File: src/rtl/fetch_unit.sv
// Instruction fetch stage: keeps the program counter, talks to instruction
// memory and fills the IF/ID register. A skid register holds a word that
// came back while decode stalled. A drain state waits out a request that
// a redirect abandoned, so its late word never reaches decode.
module fetch_unit #(
  parameter logic [31:0] RESET_PC = 32'h0000_0000
) (
  input  logic        clk,
  input  logic        reset_n,
  output logic        imem_req,
  output logic [31:0] imem_addr,
  input  logic        imem_ack,
  input  logic [31:0] imem_rdata,
  input  logic        stall,
  input  logic        jump,
  input  logic [25:0] jump_index,
  input  logic        branch,
  input  logic        zero,
  input  logic [15:0] branch_imm,
  output logic [31:0] id_instr,
  output logic [5:0]  op,
  output logic [5:0]  func,
  output logic [31:0] id_pc,
  output logic        id_valid
);

  typedef enum logic [1:0] {FETCH, HOLD, DRAIN} state_t;

  state_t      state;
  logic [31:0] pc;
  logic [31:0] drain_addr;
  logic [31:0] skid_instr;
  logic [31:0] skid_pc;

  logic        redirect;
  logic [31:0] id_pc_plus4;
  logic [31:0] branch_off;
  logic [31:0] target;

  // Redirect target from the decode-stage instruction; jump outranks branch
  always_comb begin
    id_pc_plus4 = id_pc + 32'd4;
    branch_off  = {{14{branch_imm[15]}}, branch_imm, 2'b00};
    redirect    = jump | (branch & zero);
    if (jump) begin
      target = {id_pc_plus4[31:28], jump_index, 2'b00};
    end else begin
      target = id_pc_plus4 + branch_off;
    end
  end

  // During reset the request drops at once; otherwise only HOLD idles memory
  assign imem_req  = reset_n & (state != HOLD);
  assign imem_addr = (state == DRAIN) ? drain_addr : pc;
  assign op        = id_instr[31:26];
  assign func      = id_instr[5:0];

  // Fetch state machine, program counter, skid and IF/ID register
  always_ff @(posedge clk or negedge reset_n) begin
    if (!reset_n) begin
      state      <= FETCH;
      pc         <= RESET_PC;
      drain_addr <= 32'd0;
      skid_instr <= 32'd0;
      skid_pc    <= 32'd0;
      id_instr   <= 32'd0;
      id_pc      <= 32'd0;
      id_valid   <= 1'b0;
    end else if (redirect) begin
      pc         <= target;
      id_instr   <= 32'd0;
      id_valid   <= 1'b0;
      skid_instr <= 32'd0;
      skid_pc    <= 32'd0;
      if (state == FETCH && !imem_ack) begin
        state      <= DRAIN;
        drain_addr <= pc;
      end else if (state != DRAIN) begin
        state <= FETCH;
      end
    end else begin
      case (state)
        FETCH: begin
          if (imem_ack) begin
            pc <= pc + 32'd4;
            if (stall) begin
              skid_instr <= imem_rdata;
              skid_pc    <= pc;
              state      <= HOLD;
            end else begin
              id_instr <= imem_rdata;
              id_pc    <= pc;
              id_valid <= 1'b1;
            end
          end else if (!stall) begin
            id_instr <= 32'd0;
            id_valid <= 1'b0;
          end
        end
        HOLD: begin
          if (!stall) begin
            id_instr <= skid_instr;
            id_pc    <= skid_pc;
            id_valid <= 1'b1;
            state    <= FETCH;
          end
        end
        DRAIN: begin
          if (imem_ack) begin
            state <= FETCH;
          end
          if (!stall) begin
            id_instr <= 32'd0;
            id_valid <= 1'b0;
          end
        end
        default: begin
          state <= FETCH;
        end
      endcase
    end
  end

endmodule

File: config.mk
export PLATFORM = sky130hd
export DESIGN_NAME = fetch_unit
export DESIGN_NICKNAME = d
export VERILOG_FILES = /design/src/rtl/fetch_unit.sv
export SDC_FILE = /design/constraint.sdc
export NUM_CORES = 1
export LEC_CHECK = 0
export BUFFER_PORTS_ARGS = -buffer_cell sky130_fd_sc_hd__clkbuf_2
export CAP_MARGIN = 20
export CORE_MARGIN = 2
export CORE_UTILIZATION = 50
export CTS_BUF_LIST = sky130_fd_sc_hd__clkbuf_16
export DETAILED_ROUTE_END_ITERATION = 12
export MAX_ROUTING_LAYER = met4
export PLACE_DENSITY = 0.78
export SYNTH_ARGS = -nofsm -noshare
export SYNTH_HDL_FRONTEND = slang
export SYNTH_SLANG_ARGS = --single-unit
File: constraint.sdc
create_clock -name clk -period 4.4 [get_ports clk]
set_input_delay 0.44 -clock clk [delete_from_list [all_inputs] [get_ports clk]]
set_output_delay 0.44 -clock clk [all_outputs]
set_load 0.01 [all_outputs]
==> impl_metrics.tcl <==
set metrics [dict create \
    holdCritPathClass "in -> reg" \
    ctsRootBufferMaster "clkbuf_16" \
    clk_latency_ns 0.43 \
    synth_cells 1356 \
    die_w_um 158 \
    yosys_register_bits 195 \
    wl_per_cell_um 19.0 \
    grt_pass1_wl_um 54200 \
    path_clk_slew_ns 0.08 \
    fmax_mhz 250 \
    fill_cells 2114 \
    fin_crit_ns 4.00 \
    skew_ns 0.0145 \
    ys_top_cells_by_area "dfrtp_1 (41%), a21oi_1 (6.9%), nand2_1 (6.2%), mux2_2 (5.6%), ha_1 (4.1%)" \
    clk_path_buf_depth 2 \
    finish.utilization_pct 58.0 \
    worstPathMaxFanout 8 \
    syn_area_per_cell_um2 8.75 \
    seqCellArea_um2 4880 \
    worstHoldStart "jump_index[0]" \
    synthesis.nets 1477 \
    antennaDiodeCount 0 \
    die_h_um 158 \
    drt-initial-drc-count 1155 \
    multi_input_area_um2 6520 \
    worstMarginPinSlew_ns 0.959 \
    cts_buffers 17 \
    grt_max_degree 142 \
    grt_use_total_pct 28.5 \
    p_leak_nw 5.96 \
    wl_um 34300 \
    post_cts_buffers 0 \
    p_switching_mw 4.32 \
    synth_top_area_share_pct 41.1 \
    ioPinCount 191 \
    grt_pass1_vias 10100 \
    drv_slew 0 \
    h-tree-depth 4 \
    power.internal_mw 5.19 \
    route.vias.total 10800 \
    outcome "finished, final reports clean" \
    syn2layout_area_growth_pct 14.4 \
    drive_gt1_share_pct 21.7 \
    critPathKind "reg -> reg" \
    cts_tree "yes" \
    maxCapViolations 0 \
    dp_hpwl_um 23600 \
    vias_per_cell 5.98 \
    p_total_mw 9.51 \
    yosysSeqAreaShare_pct 41.1 \
    share_comb_of_total_power_pct 52.1 \
    synth_area_um2 11900 \
    worst_setup_path_end_kind "flop" \
    place_congestion 0.914 \
    clock_power_share_pct 15.5 \
    io_buffers 190 \
    worst_slack_ns 0.396 \
    drt_pre_antenna_iters 6 \
    ys_types 61 \
    yosys_warnings 0 \
    max-vdd-ir-drop_mv 0.364 \
    ys.flop_type "dfrtp_1" \
    overflow 0 \
    core_area_um2 23400 \
    worstPathRequired_ns 4.72 \
    startpoint "id_pc[2]$_DFFE_PN0P_" \
    critPathLaunchType "flop" \
    antenna_found_initial 0 \
    p_seq_share_pct 32.4 \
    place_ws_ns 0.439 \
    reg2reg_from "id_pc[2]$_DFFE_PN0P_" \
    synth_edf_count 0 \
    yosys.area.top_type "dfrtp_1" \
    drc_errors 0 \
    hold_violations 0 \
    slew_headroom_pct 36.0 \
    cts_sinks 195 \
    rows 56 \
    power_density_nw_per_um2 701 \
    die_area_um2 25000 \
    switching_share_pct 45.4 \
    nNetsFinal 1598 \
    rsz0062_at_grt "false" \
    ant_nets 0 \
    period_share_pct 91.0 \
    setup_viol 0 \
    async_flop_share_pct 100 \
    arrival_ns 4.33 \
    setup_tns_ns 0 \
    start_util_pct 50.7 \
]
[through the flow]
step	hold slack (ns)	instance area, um2	std cells
after global routing	0.227	13600	1809
final	0.233	13600	1809
after CTS	0.221	13500	1808
after detailed placement	0.434	13000	1775
after global placement	0.432	13000	1775
after floorplan	0.144	11900	1356
[Yosys cell counts, drive strengths merged, types with 35 or more instances]
library cell  instances
nand2               195
mux2                 60
a22oi                43
a221oi               35
clkbuf               88
a21oi               163
dfrtp               195
ha                   39
o21ai                90
nor2                115
xnor2                42
nand3                41
[kinds of logic after synthesis]
group | share of synthesized area [%]
AOI/OAI and AO/OA | 22.0
and+or+nand+nor | 15.0
DFF | 41.1
buffers and inverters | 4.53
muxes | 8.48
xor gates and xnor gates | 4.65
adders and majority gates | 4.28
[flip-flops by register name, summed over array words and instances, names as in the netlist]
signal	count
id_instr	32
id_pc	32
skid_instr	32
state	2
drain_addr	32
skid_pc	32
pc	32
id_valid	1
[worst max-delay path, cell delays in order, from the launching register on]
cell,delay (ns)
dfrtp_1,0.49
ha_1,0.35
nand3_1,0.14
xnor2_1,0.16
ha_1,0.35
a21o_1,0.18
a221o_1,0.41
o311ai_4,0.27
a31oi_2,0.20
a41oi_2,0.32
o221ai_2,0.17
a221oi_2,0.25
mux2_1,0.35
a221oi_1,0.27
[layer usage]
metal  vias up  global-route usage (%)  part of all wire (%)
met5         -                       -                     0
met4         0                    9.78                   3.1
met3        59                    5.17                   7.3
met2       487                    43.6                    47
met1      5181                    38.2                    42
li1       5090                       -                     -
[final timing paths]
path | end | slack (ns) | depth (start not counted)
max in group asynchronous | drain_addr[4]$_DFFE_PN0P_ | 2.73 | 3
max reg2reg | pc[30]$_DFFE_PN0P_ | 0.40 | 13
min in group asynchronous | skid_instr[18]$_DFFE_PN0P_ | 0.52 | 2
min reg2reg | skid_pc[21]$_DFFE_PN0P_ | 0.48 | 2
min | pc[2]$_DFFE_PN0P_ | 0.23 | 3
max | pc[30]$_DFFE_PN0P_ | 0.40 | 13
[layout make-up]
class                           instances  area share, %
Inverter                               19          0.525
Sequential cell                       195           36.0
Tap cell                              319           2.94
Clock buffer                           17           3.13
Multi-Input combinational cell       1031           48.0
Clock inverter                         15          0.894
Timing Repair Buffer                  213           8.55
[power groups by stage]
stage               combinational [mW]  sequential [mW]  clock, mW
global route                      5.46             3.17       1.58
global placement                  4.81             3.05          0
floorplan                         3.44             2.96          0
finish                            4.95             3.08       1.48
CTS                               4.92             3.06       1.50
detailed placement                4.90             3.09          0
[cell usage in the layout (no fill, tap or decap), types with 36 or more instances in the layout]
master    Yosys  final
ha_1         39     36
o21ai_0      86     86
nand3_1      41     40
a21oi_1     163    162
nand2_1     195    194
dfrtp_1     195    195
nor2_1      115    112
mux2_2       59     59
xnor2_1      42     42
clkbuf_2      0    189
a22oi_1      43     43
[what timing repair did]
item	in CTS	in global routing
endpoints found under the hold margin	54	0
endpoints found under the setup margin	0	1
hold buffers	1	0
gates resized for setup	0	2
No activity file was read; power rests on OpenSTA's default activity.
